$ cat config.mk
export PLATFORM = sky130hd
export DESIGN_NAME = mem_wb_reg
export DESIGN_NICKNAME = d
export VERILOG_FILES = /design/src/rtl/mem_wb_reg.sv
export SDC_FILE = /design/constraint.sdc
export NUM_CORES = 1
export LEC_CHECK = 0
export CAP_MARGIN = 20
export CORE_MARGIN = 3
export CORE_UTILIZATION = 43
export DETAILED_ROUTE_END_ITERATION = 8
export PLACE_DENSITY = 0.83
export SYNTH_ARGS = -nofsm -noshare
export SYNTH_HDL_FRONTEND = slang
export SYNTH_SLANG_ARGS = --single-unit
$ cat constraint.sdc
create_clock -name clk -period 4.75 [get_ports clk]
set_clock_uncertainty 0.05 [all_clocks]
set_input_delay 1.425 -clock clk [delete_from_list [all_inputs] [get_ports clk]]
set_output_delay 1.425 -clock clk [all_outputs]
set_load 0.005 [all_outputs]
$ cat src/rtl/mem_wb_reg.sv
// -----------------------------------------------------------------------------
// mem_wb_reg
//
// Pipeline register between the memory stage and the writeback stage.
// Each cycle it picks the writeback value from the memory-stage results,
// registers it together with the destination index and write enable, and
// presents one valid-qualified writeback bundle to the register file.
//
// Update priority on each rising edge: reset > halted > flush > stall > load.
// A sticky halt flag freezes all state until reset. A saturating 16-bit
// counter tracks retired instructions.
//
// Ports:
//   clk          processor clock, rising-edge active
//   rst          asynchronous active-low reset
//   stall        hold every register
//   flush        load a bubble instead of the incoming bundle (beats stall)
//   valid_in     incoming bundle is a real instruction
//   mem_data_in  data memory read data
//   alu_in       ALU result / memory address
//   pc_in        PC+2 of the instruction (link value)
//   setrd_in     set-instruction condition result
//   regsrc_in    writeback source select (00 mem, 01 alu, 10 pc, 11 setrd)
//   rd_in        destination register index
//   regwrt_in    instruction writes the register file
//   halt_in      instruction is HALT
//   valid_out    registered bundle is a real instruction
//   wb_data      registered writeback value
//   rd_out       registered destination index
//   regwrt_out   register-file write enable, never 1 without valid_out
//   halt_out     sticky halt flag
//   retired      saturating count of retired instructions
// -----------------------------------------------------------------------------
module mem_wb_reg (
  input  logic        clk,
  input  logic        rst,
  input  logic        stall,
  input  logic        flush,
  input  logic        valid_in,
  input  logic [15:0] mem_data_in,
  input  logic [15:0] alu_in,
  input  logic [15:0] pc_in,
  input  logic        setrd_in,
  input  logic [1:0]  regsrc_in,
  input  logic [2:0]  rd_in,
  input  logic        regwrt_in,
  input  logic        halt_in,
  output logic        valid_out,
  output logic [15:0] wb_data,
  output logic [2:0]  rd_out,
  output logic        regwrt_out,
  output logic        halt_out,
  output logic [15:0] retired
);

  localparam logic [1:0]  SRC_MEM  = 2'b00;
  localparam logic [1:0]  SRC_ALU  = 2'b01;
  localparam logic [1:0]  SRC_PC   = 2'b10;
  localparam logic [1:0]  SRC_SET  = 2'b11;
  localparam logic [15:0] RET_MAX  = 16'hFFFF;

  // Writeback source multiplexer.
  function automatic logic [15:0] wb_select(
    input logic [1:0]  sel,
    input logic [15:0] mem_v,
    input logic [15:0] alu_v,
    input logic [15:0] pc_v,
    input logic        set_v
  );
    logic [15:0] res;
    case (sel)
      SRC_MEM: res = mem_v;
      SRC_ALU: res = alu_v;
      SRC_PC:  res = pc_v;
      SRC_SET: res = {15'd0, set_v};
      default: res = 16'h0000;
    endcase
    return res;
  endfunction

  // Saturating increment: the counter sticks at all-ones instead of wrapping.
  function automatic logic [15:0] sat_inc(input logic [15:0] v);
    logic [15:0] res;
    if (v == RET_MAX) begin
      res = RET_MAX;
    end else begin
      res = v + 16'd1;
    end
    return res;
  endfunction

  logic        valid_q,   valid_d;
  logic [15:0] wb_data_q, wb_data_d;
  logic [2:0]  rd_q,      rd_d;
  logic        regwrt_q,  regwrt_d;
  logic        halt_q,    halt_d;
  logic [15:0] retired_q, retired_d;
  logic [15:0] wb_sel_s;

  // Select the writeback value from the unregistered memory-stage results.
  always_comb begin
    wb_sel_s = wb_select(regsrc_in, mem_data_in, alu_in, pc_in, setrd_in);
  end

  // Next-state logic: default is hold, then apply halted > flush > stall > load.
  always_comb begin
    valid_d   = valid_q;
    wb_data_d = wb_data_q;
    rd_d      = rd_q;
    regwrt_d  = regwrt_q;
    halt_d    = halt_q;
    retired_d = retired_q;

    if (halt_q) begin
      // Halted: everything frozen until reset; stall and flush are ignored.
      valid_d = valid_q;
    end else if (flush) begin
      valid_d   = 1'b0;
      wb_data_d = 16'h0000;
      rd_d      = 3'd0;
      regwrt_d  = 1'b0;
    end else if (stall) begin
      valid_d = valid_q;
    end else begin
      valid_d   = valid_in;
      wb_data_d = wb_sel_s;
      rd_d      = rd_in;
      // Gate the write enable so an upstream bubble can never write.
      regwrt_d  = regwrt_in & valid_in;
      if (valid_in) begin
        retired_d = sat_inc(retired_q);
        halt_d    = halt_in;
      end else begin
        retired_d = retired_q;
        halt_d    = halt_q;
      end
    end
  end

  // State registers with asynchronous active-low reset.
  always_ff @(posedge clk or negedge rst) begin
    if (!rst) begin
      valid_q   <= 1'b0;
      wb_data_q <= 16'h0000;
      rd_q      <= 3'd0;
      regwrt_q  <= 1'b0;
      halt_q    <= 1'b0;
      retired_q <= 16'h0000;
    end else begin
      valid_q   <= valid_d;
      wb_data_q <= wb_data_d;
      rd_q      <= rd_d;
      regwrt_q  <= regwrt_d;
      halt_q    <= halt_d;
      retired_q <= retired_d;
    end
  end

  assign valid_out  = valid_q;
  assign wb_data    = wb_data_q;
  assign rd_out     = rd_q;
  assign regwrt_out = regwrt_q;
  assign halt_out   = halt_q;
  assign retired    = retired_q;

endmodule

==> flow_results.xml, run 1 <==
<?xml version="1.0" encoding="UTF-8"?>
<metrics>
  <group name="route">
    <metric name="wl" unit="um">5230</metric>
    <metric name="vias_per_cell" unit="">5.31</metric>
    <metric name="detailroute.wirelength.met2" unit="um">2600</metric>
    <metric name="wl_met1" unit="um">2170</metric>
    <metric name="drtIter0Drc" unit="">118</metric>
    <metric name="routed_antenna_nets" unit="">0</metric>
    <metric name="drcViolationCount" unit="">0</metric>
    <metric name="highest_layer" unit="">met4</metric>
    <metric name="met3_length" unit="um">407</metric>
    <metric name="drt_pass1_iterations" unit="">4</metric>
    <metric name="avgRoutedWirePerCell" unit="um">15.3</metric>
    <metric name="routed-via-count" unit="">1820</metric>
  </group>
  <group name="timing">
    <metric name="maxSlewHeadroom" unit="">0.461</metric>
    <metric name="totalNegativeSetupSlack" unit="ps">0</metric>
    <metric name="tightest_slew" unit="ps">808</metric>
    <metric name="finalSetupViolations" unit="">0</metric>
    <metric name="final.min_clock_period" unit="ps">3390</metric>
    <metric name="fmax" unit="GHz">0.295</metric>
    <metric name="final_max_slew_viol_count" unit="">0</metric>
    <metric name="timing_hold_violations_final" unit="">0</metric>
    <metric name="period_share" unit="">0.713</metric>
    <metric name="grt_setup_unrepaired" unit="">false</metric>
    <metric name="worst_hold_slack" unit="ps">452</metric>
  </group>
  <group name="pwr">
    <metric name="p_leak" unit="nW">1.34</metric>
    <metric name="pwr_density_cell" unit="mW/mm^2">309</metric>
    <metric name="total_power" unit="W">0.000954</metric>
    <metric name="vdd.ir_drop.worst" unit="mV">0.162</metric>
  </group>
  <group name="cts">
    <metric name="clk-insertion-delay-late" unit="ps">300</metric>
    <metric name="clk_transition_reported_paths" unit="ps">80</metric>
    <metric name="numCtsBuffers" unit="">5</metric>
    <metric name="clockBufferDepth" unit="">2</metric>
    <metric name="post-cts-setup-buffer-count" unit="">0</metric>
    <metric name="cts.sink_count" unit="">38</metric>
    <metric name="cts-resized-gates" unit="">0</metric>
    <metric name="tritoncts" unit="">built</metric>
    <metric name="cts_max_level" unit="">2</metric>
    <metric name="clock-root-buffer" unit="">clkbuf_8</metric>
    <metric name="cts_hold_buffers" unit="">0</metric>
  </group>
  <group name="worst_setup_path">
    <metric name="r2r.worst_path.cells" unit="">4</metric>
    <metric name="crit_type" unit="">input port to register</metric>
    <metric name="path_cells" unit="">clkdlybuf4s50_1, or4b_1, nor4_4, nand3_2, mux2_4</metric>
    <metric name="critPathLaunch" unit="">flush</metric>
    <metric name="worst_ep_arrival_time" unit="ps">3520</metric>
    <metric name="setup.reg_to_reg.worst_slack" unit="ps">2620</metric>
    <metric name="worstSetupEndpoint" unit="">retired[12]$_DFFE_PN0P_</metric>
    <metric name="type_of_element_launching_the_critical_path" unit="">input port</metric>
    <metric name="critical_path.max_fanout" unit="">10</metric>
    <metric name="critical-path-slowest-cell" unit="">or4b_1</metric>
    <metric name="worstReg2RegStart" unit="">halt_out$_DFF_PN0_</metric>
    <metric name="critical_path_endpoint_category" unit="">register</metric>
    <metric name="slowest_delay" unit="ps">760</metric>
    <metric name="reg2reg_to" unit="">retired[12]$_DFFE_PN0P_</metric>
    <metric name="crit_required" unit="ps">4890</metric>
  </group>
  <group name="die">
    <metric name="chipWidth" unit="um">73.4</metric>
    <metric name="fp.dieArea" unit="sq mm">0.00539</metric>
    <metric name="boundaryPins" unit="">99</metric>
    <metric name="floorplan.rows" unit="">23</metric>
    <metric name="die_h" unit="um">73.4</metric>
    <metric name="starting_density" unit="">0.465</metric>
    <metric name="core" unit="sq mm">0.00420</metric>
  </group>
  <group name="logic_synthesis">
    <metric name="yosys_most_used_dff" unit="">dfrtp_1</metric>
    <metric name="synth_cell_type_count" unit="">35</metric>
    <metric name="synth_cells" unit="">191</metric>
    <metric name="avgSynthCellArea" unit="sq um">10.2</metric>
    <metric name="yosys-top-cells-area" unit="">dfrtp_1 (49%), a22o_1 (9.0%), mux2i_1 (8.2%)</metric>
    <metric name="synth_top_area_frac" unit="">0.487</metric>
    <metric name="yosys_warnings" unit="">0</metric>
    <metric name="synthesis.nets" unit="">253</metric>
    <metric name="synth.largest_area_cell" unit="">dfrtp_1</metric>
    <metric name="ys_seq_area_frac" unit="">0.487</metric>
    <metric name="synth-async-reset-ratio" unit="">1.00</metric>
    <metric name="mappedNetlistArea" unit="sq mm">0.00195</metric>
    <metric name="postSynthRegisterBits" unit="">38</metric>
    <metric name="synth-edff-count" unit="">0</metric>
  </group>
  <group name="cells_and_area">
    <metric name="post_route_cells_drive_above_1_share" unit="">0.0785</metric>
    <metric name="layout_commonest_cell" unit="">clkdlybuf4s50_1</metric>
    <metric name="area_growth_from_synthesis_to_final_layout" unit="%">58.0</metric>
    <metric name="commonest_cells_after_routing_fill_and_taps_aside" unit="">clkdlybuf4s50_1 (97), dfrtp_1 (38), nand2_1 (32)</metric>
    <metric name="fin_util" unit="">0.735</metric>
    <metric name="final_cells" unit="">343</metric>
    <metric name="antennaDiodeCount" unit="">0</metric>
    <metric name="final_net_count" unit="">354</metric>
  </group>
  <group name="flow_run">
    <metric name="max_cap_viol_count" unit="">0</metric>
  </group>
  <group name="place">
    <metric name="post-dp-hpwl" unit="um">4050</metric>
    <metric name="dp.cells" unit="">335</metric>
    <metric name="placement.io_buffers" unit="">98</metric>
    <metric name="routabilityCongestion" unit="">0.826</metric>
  </group>
  <group name="min_path">
    <metric name="worst_hold_path_type" unit="">register to register</metric>
  </group>
  <group name="global_routing">
    <metric name="largest_net_degree_at_the_start_of_global_routing" unit="">39</metric>
    <metric name="grt_first_pass_wirelength" unit="um">8630</metric>
    <metric name="first_global_vias" unit="">1842</metric>
    <metric name="antenna_violations_before_repair" unit="">0</metric>
    <metric name="grt_usage" unit="">0.210</metric>
    <metric name="total_global_routing_overflow" unit="">0</metric>
  </group>
  <group name="run_status">
    <metric name="status" unit="">finished clean</metric>
  </group>
</metrics>
## worst min-delay path by stage
| stage | startpoint | end | slack (ps) | cells past startpoint |
|---|---|---|---|---|
| floorplan | valid_out$_DFFE_PN0P_ | valid_out$_DFFE_PN0P_ | 420 | 2 |
| global placement | valid_out$_DFFE_PN0P_ | valid_out$_DFFE_PN0P_ | 410 | 2 |
| detailed placement | rd_out[2]$_DFFE_PN0P_ | rd_out[2]$_DFFE_PN0P_ | 430 | 1 |
| CTS | rd_out[2]$_DFFE_PN0P_ | rd_out[2]$_DFFE_PN0P_ | 460 | 1 |
| global route | wb_data[10]$_DFFE_PN0P_ | wb_data[10]$_DFFE_PN0P_ | 470 | 1 |
| finish | rd_out[0]$_DFFE_PN0P_ | rd_out[0]$_DFFE_PN0P_ | 450 | 1 |
## layer usage
| metal | vias up | track usage |
|---|---|---|
| met2 | 59 | 0.362 |
| met4 | 0 | 0.0563 |
| met1 | 847 | 0.248 |
| met5 | - | 0 |
| li1 | 909 | - |
| met3 | 5 | 0.0725 |
## where the power goes
group,switching [W],internal (W)
sequential,0.0000525,0.000383
clock,0.000115,0.000117
combinational,0.0000884,0.000198
## cell type report
| type | count | area [sq um] |
|---|---|---|
| inverters | 2 | 7.51 |
| well taps | 50 | 62.6 |
| clock inverters | 2 | 12.5 |
| fillers | 331 | 1110 |
| repair buffers | 102 | 1010 |
| flip-flops and latches | 38 | 951 |
| multi-input cells | 143 | 966 |
| clock buffers | 6 | 82.6 |
## state kept, by name, indices dropped and copies added (netlist names)
name	flops
wb_data	16
retired	16
halt_out	1
valid_out	1
rd_out	3
regwrt_out	1
## critical path: cells and delay by family
| family | cells | cell delay (ps) |
|---|---|---|
| buffers and inverters | 1 | 490 |
| AND/OR/NAND/NOR | 3 | 1310 |
| multiplexers | 1 | 300 |
## Yosys cell counts (2+ instances only)
cell / count
xor2_1: 2
a31oi_1: 2
or2_2: 2
a22o_1: 20
mux2i_1: 16
nor4_1: 3
inv_1: 2
xnor2_1: 5
nor2_1: 8
nand3_1: 8
nor3_1: 5
o21ai_0: 17
nor2b_1: 2
a41oi_1: 3
nand4_1: 2
dfrtp_1: 38
nand2_1: 32
and4_1: 2
and3_1: 2
clkbuf_1: 5
## logic make-up after synthesis
kind of cell | synth area share
AOI/OAI and AO/OA | 0.164
xor gates and xnor gates | 0.0314
adders and majority gates | 0.00640
buffers and inverters | 0.0218
DFF | 0.487
muxes | 0.107
and+or+nand+nor | 0.183
## metrics by stage
step                      instance area (sq um)  setup WS (ps)
after floorplan                            1950           1750
after global placement                     2990           1090
after detailed placement                   2990           1060
after CTS                                  3090           1370
after global routing                       3090           1230
final                                      3090           1360
Note: power is estimated with default switching activity, not from simulation.
==> run 2, diff against run 1 <==
CORE_UTILIZATION = 40   (was 43)
PLACE_DENSITY = 0.78   (was 0.83)
clock period = 3.4 ns   (was 4.75 ns; I/O delays follow)
==> flow_results.xml, run 2 (synthesis gave the netlist of run 1 again) <==
<?xml version="1.0" encoding="UTF-8"?>
<metrics>
  <group name="run_status">
    <metric name="status" unit="">finished clean</metric>
  </group>
  <group name="worst_setup_path">
    <metric name="crit_type" unit="">input port to register</metric>
    <metric name="path_cells" unit="">clkdlybuf4s50_1, or4b_1, nor4_4, nand3_2, mux2_4</metric>
    <metric name="critical_path_endpoint_category" unit="">register</metric>
    <metric name="critical_path.top_delay_family" unit="">simple AND/OR/NAND/NOR gates</metric>
    <metric name="worst_ep_arrival_time" unit="ps">2970</metric>
    <metric name="critical_path.max_fanout" unit="">10</metric>
    <metric name="slowest_delay" unit="ps">750</metric>
    <metric name="crit_required" unit="ps">3530</metric>
    <metric name="type_of_element_launching_the_critical_path" unit="">input port</metric>
    <metric name="critPathBufInv" unit="">1</metric>
    <metric name="critical-path-slowest-cell" unit="">or4b_1</metric>
  </group>
  <group name="cts">
    <metric name="cts-resized-gates" unit="">0</metric>
    <metric name="cts_hold_buffers" unit="">0</metric>
    <metric name="clk-insertion-delay-late" unit="ps">290</metric>
    <metric name="cts_max_level" unit="">2</metric>
    <metric name="cts.sink_count" unit="">38</metric>
    <metric name="clock-root-buffer" unit="">clkbuf_8</metric>
    <metric name="numCtsBuffers" unit="">5</metric>
    <metric name="tritoncts" unit="">built</metric>
    <metric name="clockBufferDepth" unit="">2</metric>
    <metric name="post-cts-setup-buffer-count" unit="">0</metric>
    <metric name="clk_transition_reported_paths" unit="ps">70</metric>
  </group>
  <group name="timing">
    <metric name="maxSlewHeadroom" unit="">0.353</metric>
    <metric name="totalNegativeSetupSlack" unit="ps">0</metric>
    <metric name="final_max_slew_viol_count" unit="">0</metric>
    <metric name="finalSetupViolations" unit="">0</metric>
    <metric name="final.min_clock_period" unit="ps">2840</metric>
    <metric name="fmax" unit="GHz">0.352</metric>
    <metric name="tightest_slew" unit="ps">968</metric>
    <metric name="period_share" unit="">0.836</metric>
    <metric name="worst_hold_slack" unit="ps">452</metric>
    <metric name="timing_hold_violations_final" unit="">0</metric>
    <metric name="grt_setup_unrepaired" unit="">false</metric>
  </group>
  <group name="die">
    <metric name="starting_density" unit="">0.431</metric>
    <metric name="core" unit="sq mm">0.00453</metric>
    <metric name="boundaryPins" unit="">99</metric>
    <metric name="die_h" unit="um">75.9</metric>
    <metric name="fp.dieArea" unit="sq mm">0.00576</metric>
    <metric name="chipWidth" unit="um">75.9</metric>
    <metric name="floorplan.rows" unit="">24</metric>
  </group>
  <group name="cells_and_area">
    <metric name="commonest_cells_after_routing_fill_and_taps_aside" unit="">clkdlybuf4s50_1 (97), dfrtp_1 (38), nand2_1 (32)</metric>
    <metric name="final_net_count" unit="">355</metric>
    <metric name="layout_commonest_cell" unit="">clkdlybuf4s50_1</metric>
    <metric name="area_growth_from_synthesis_to_final_layout" unit="%">59.2</metric>
    <metric name="antennaDiodeCount" unit="">0</metric>
    <metric name="post_route_cells_drive_above_1_share" unit="">0.0782</metric>
  </group>
  <group name="global_routing">
    <metric name="total_global_routing_overflow" unit="">0</metric>
    <metric name="grt_first_pass_wirelength" unit="um">8680</metric>
    <metric name="largest_net_degree_at_the_start_of_global_routing" unit="">39</metric>
    <metric name="grt_usage" unit="">0.186</metric>
    <metric name="antenna_violations_before_repair" unit="">0</metric>
    <metric name="first_global_vias" unit="">1828</metric>
  </group>
  <group name="route">
    <metric name="routed-via-count" unit="">1868</metric>
    <metric name="drt_pass1_iterations" unit="">4</metric>
    <metric name="avgRoutedWirePerCell" unit="um">14.9</metric>
    <metric name="drcViolationCount" unit="">0</metric>
    <metric name="vias_per_cell" unit="">5.20</metric>
    <metric name="wl" unit="um">5360</metric>
    <metric name="drtIter0Drc" unit="">99</metric>
    <metric name="routed_antenna_nets" unit="">0</metric>
  </group>
  <group name="place">
    <metric name="post-dp-hpwl" unit="um">4190</metric>
    <metric name="routabilityCongestion" unit="">0.771</metric>
    <metric name="placement.io_buffers" unit="">98</metric>
  </group>
  <group name="pwr">
    <metric name="pwr_density_cell" unit="mW/mm^2">426</metric>
    <metric name="p_leak" unit="nW">1.35</metric>
    <metric name="vdd.ir_drop.worst" unit="mV">0.205</metric>
  </group>
  <group name="flow_run">
    <metric name="max_cap_viol_count" unit="">0</metric>
  </group>
  <group name="min_path">
    <metric name="worst_hold_path_type" unit="">register to register</metric>
  </group>
</metrics>
run 2: cell count changes in the layout (fill, tap and decap cells not counted), sizes merged:
cell,previous run,this run
buf,5,6
clkinvlp,1,0
clkbuf,6,7
run 2: cell type report:
type,count,area [sq um]
flip-flops and latches,38,951
repair buffers,103,1010
well taps,65,81.3
inverters,2,7.51
clock buffers,7,86.3
clock inverters,1,5.00
multi-input cells,143,966
fillers,369,1420
run 2: metal layers:
metal	routed length, um	global-route usage	up-vias
li1	-	-	907
met4	70	0.0761	0
met3	533	0.0746	5
met2	2440	0.296	90
met5	0	0	-
met1	2320	0.225	866
run 2: final timing paths:
kind	startpoint	to	slack, ps	cells after the start
max in group asynchronous	rst	retired[8]$_DFFE_PN0P_	2030	1
setup reg to reg	halt_out$_DFF_PN0_	retired[12]$_DFFE_PN0P_	1400	4
hold reg to reg	rd_out[1]$_DFFE_PN0P_	rd_out[1]$_DFFE_PN0P_	450	1
hold / removal	rd_out[1]$_DFFE_PN0P_	rd_out[1]$_DFFE_PN0P_	450	1
setup / recovery	flush	retired[12]$_DFFE_PN0P_	560	5
min in group asynchronous	rst	retired[11]$_DFFE_PN0P_	760	1
run 2: worst register-to-register path, stage by stage, from the launching register on:
cell     delay, ps
dfrtp_1        440
or4b_1         690
nor4_4         310
nand3_2        110
mux2_4         310
run 2: where the power goes:
part           total, W  switching [W]  internal (W)
logic          0.000399       0.000123      0.000276
clock network  0.000313       0.000150      0.000163
registers      0.000613      0.0000774      0.000535
run 2: stage by stage:
stage	power [W]	setup WS, ps	util	std cells	instance area, sq um
5_1_grt	0.00140	441	0.686	359	3110
3_5_place_dp	0.00102	249	0.666	351	3020
6_report	0.00132	559	0.686	359	3110
2_1_floorplan	0.000732	804	-	191	1950
3_3_place_gp	0.00102	273	0.666	351	3020
4_1_cts	0.00134	563	0.686	359	3110
==> run 3, diff against run 2 <==
CORE_UTILIZATION = 36   (was 40)
PLACE_DENSITY = 0.74   (was 0.78)
clock period = 2.55 ns   (was 3.4 ns; I/O delays follow)
==> flow_results.xml, run 3 (synthesis gave the netlist of run 1 again) <==
<?xml version="1.0" encoding="UTF-8"?>
<metrics>
  <group name="run_status">
    <metric name="status" unit="">finished clean</metric>
  </group>
  <group name="route">
    <metric name="avgRoutedWirePerCell" unit="um">14.3</metric>
    <metric name="routed-via-count" unit="">1873</metric>
    <metric name="wl" unit="um">5280</metric>
    <metric name="drt_pass1_iterations" unit="">4</metric>
    <metric name="vias_per_cell" unit="">5.06</metric>
    <metric name="drtIter0Drc" unit="">68</metric>
    <metric name="routed_antenna_nets" unit="">0</metric>
    <metric name="drcViolationCount" unit="">0</metric>
  </group>
  <group name="worst_setup_path">
    <metric name="type_of_element_launching_the_critical_path" unit="">input port</metric>
    <metric name="crit_type" unit="">input port to register</metric>
    <metric name="critical_path.max_fanout" unit="">6</metric>
    <metric name="worst_ep_arrival_time" unit="ps">2590</metric>
    <metric name="crit_required" unit="ps">2660</metric>
    <metric name="critPathBufInv" unit="">1</metric>
    <metric name="critical-path-slowest-cell" unit="">or4b_1</metric>
    <metric name="path_cells" unit="">clkdlybuf4s50_1, or4b_1, nor4_4, nand3_2, mux2_4</metric>
    <metric name="slowest_delay" unit="ps">680</metric>
    <metric name="critical_path.top_delay_family" unit="">simple AND/OR/NAND/NOR gates</metric>
    <metric name="critical_path_endpoint_category" unit="">register</metric>
  </group>
  <group name="timing">
    <metric name="finalSetupViolations" unit="">0</metric>
    <metric name="maxSlewHeadroom" unit="">0.330</metric>
    <metric name="final_max_slew_viol_count" unit="">0</metric>
    <metric name="fmax" unit="GHz">0.404</metric>
    <metric name="final.min_clock_period" unit="ps">2470</metric>
    <metric name="period_share" unit="">0.970</metric>
    <metric name="timing_hold_violations_final" unit="">0</metric>
    <metric name="tightest_slew" unit="ps">1000</metric>
    <metric name="grt_setup_unrepaired" unit="">false</metric>
    <metric name="totalNegativeSetupSlack" unit="ps">0</metric>
  </group>
  <group name="die">
    <metric name="fp.dieArea" unit="sq mm">0.00635</metric>
    <metric name="boundaryPins" unit="">99</metric>
    <metric name="starting_density" unit="">0.378</metric>
    <metric name="die_h" unit="um">79.7</metric>
    <metric name="floorplan.rows" unit="">26</metric>
    <metric name="chipWidth" unit="um">79.7</metric>
    <metric name="core" unit="sq mm">0.00517</metric>
  </group>
  <group name="place">
    <metric name="routabilityCongestion" unit="">0.845</metric>
    <metric name="placement.io_buffers" unit="">98</metric>
    <metric name="dp.cells" unit="">362</metric>
    <metric name="post-dp-hpwl" unit="um">4060</metric>
  </group>
  <group name="cts">
    <metric name="clockBufferDepth" unit="">2</metric>
    <metric name="clk-insertion-delay-late" unit="ps">280</metric>
    <metric name="tritoncts" unit="">built</metric>
    <metric name="post-cts-setup-buffer-count" unit="">0</metric>
    <metric name="numCtsBuffers" unit="">5</metric>
    <metric name="clock-root-buffer" unit="">clkbuf_8</metric>
    <metric name="cts_max_level" unit="">2</metric>
    <metric name="cts.sink_count" unit="">38</metric>
    <metric name="cts_hold_buffers" unit="">0</metric>
    <metric name="cts-resized-gates" unit="">0</metric>
    <metric name="clk_transition_reported_paths" unit="ps">70</metric>
  </group>
  <group name="cells_and_area">
    <metric name="layout_commonest_cell" unit="">clkdlybuf4s50_1</metric>
    <metric name="fin_util" unit="">0.615</metric>
    <metric name="final_net_count" unit="">361</metric>
    <metric name="area_growth_from_synthesis_to_final_layout" unit="%">62.9</metric>
    <metric name="final_cells" unit="">370</metric>
    <metric name="antennaDiodeCount" unit="">0</metric>
    <metric name="filler_cell_count" unit="">448</metric>
    <metric name="post_route_cells_drive_above_1_share" unit="">0.0967</metric>
    <metric name="commonest_cells_after_routing_fill_and_taps_aside" unit="">clkdlybuf4s50_1 (97), dfrtp_1 (38), nand2_1 (32)</metric>
  </group>
  <group name="global_routing">
    <metric name="antenna_violations_before_repair" unit="">0</metric>
    <metric name="total_global_routing_overflow" unit="">0</metric>
    <metric name="largest_net_degree_at_the_start_of_global_routing" unit="">39</metric>
    <metric name="grt_first_pass_wirelength" unit="um">8790</metric>
    <metric name="grt_usage" unit="">0.179</metric>
    <metric name="first_global_vias" unit="">1923</metric>
  </group>
  <group name="pwr">
    <metric name="p_leak" unit="nW">1.38</metric>
    <metric name="pwr_density_cell" unit="mW/mm^2">576</metric>
    <metric name="vdd.ir_drop.worst" unit="mV">0.273</metric>
  </group>
  <group name="min_path">
    <metric name="worst_hold_path_type" unit="">register to register</metric>
  </group>
  <group name="flow_run">
    <metric name="max_cap_viol_count" unit="">0</metric>
  </group>
</metrics>
run 3: changes by cell type in the layout (fill, tap and decap cells not counted), sizes merged:
cell | before | now
clkinv | 1 | 0
buf | 6 | 12
bufinv | 0 | 1
run 3: stage by stage:
step	hold slack [ps]	area [sq um]	setup WS, ps	power (W)
floorplan	419	1950	209	0.000976
detailed placement	433	3070	-208	0.00136
CTS	460	3180	95.6	0.00187
global route	472	3180	5.69	0.00195
global placement	434	3070	-172	0.00136
finish	454	3180	76.7	0.00184
run 3: final timing paths:
kind	startpoint	cells after the start	end	slack, ps
hold / removal	rd_out[1]$_DFFE_PN0P_	1	rd_out[1]$_DFFE_PN0P_	450
hold reg to reg	rd_out[1]$_DFFE_PN0P_	1	rd_out[1]$_DFFE_PN0P_	450
min in group asynchronous	rst	1	retired[0]$_DFFE_PN0P_	530
setup / recovery	stall	5	retired[12]$_DFFE_PN0P_	80
max in group asynchronous	rst	1	retired[14]$_DFFE_PN0P_	1400
setup reg to reg	halt_out$_DFF_PN0_	4	retired[12]$_DFFE_PN0P_	570
run 3: where the power goes:
group,internal [W],switching [W],total [W]
registers,0.000714,0.000101,0.000815
logic,0.000371,0.000162,0.000533
clock network,0.000293,0.000194,0.000487
total,0.00138,0.000457,0.00184
run 3: cell type report:
type | instances | area, sq um | share of cell area
Timing Repair Buffer | 109 | 1060 | 0.333
Multi-Input combinational cell | 143 | 972 | 0.305
Sequential cell | 38 | 951 | 0.299
Tap cell | 70 | 87.6 | 0.0275
Clock buffer | 7 | 76.3 | 0.0240
Clock inverter | 1 | 30.0 | 0.00943
Inverter | 2 | 7.51 | 0.00236
run 3: routing by layer:
| layer | wire length [um] | vias to the layer above | global-route usage |
|---|---|---|---|
| met1 | 2210 | 854 | 0.212 |
| met5 | 0 | - | 0 |
| met3 | 602 | 8 | 0.0824 |
| li1 | - | 927 | - |
| met4 | 96 | 0 | 0.0687 |
| met2 | 2370 | 84 | 0.283 |
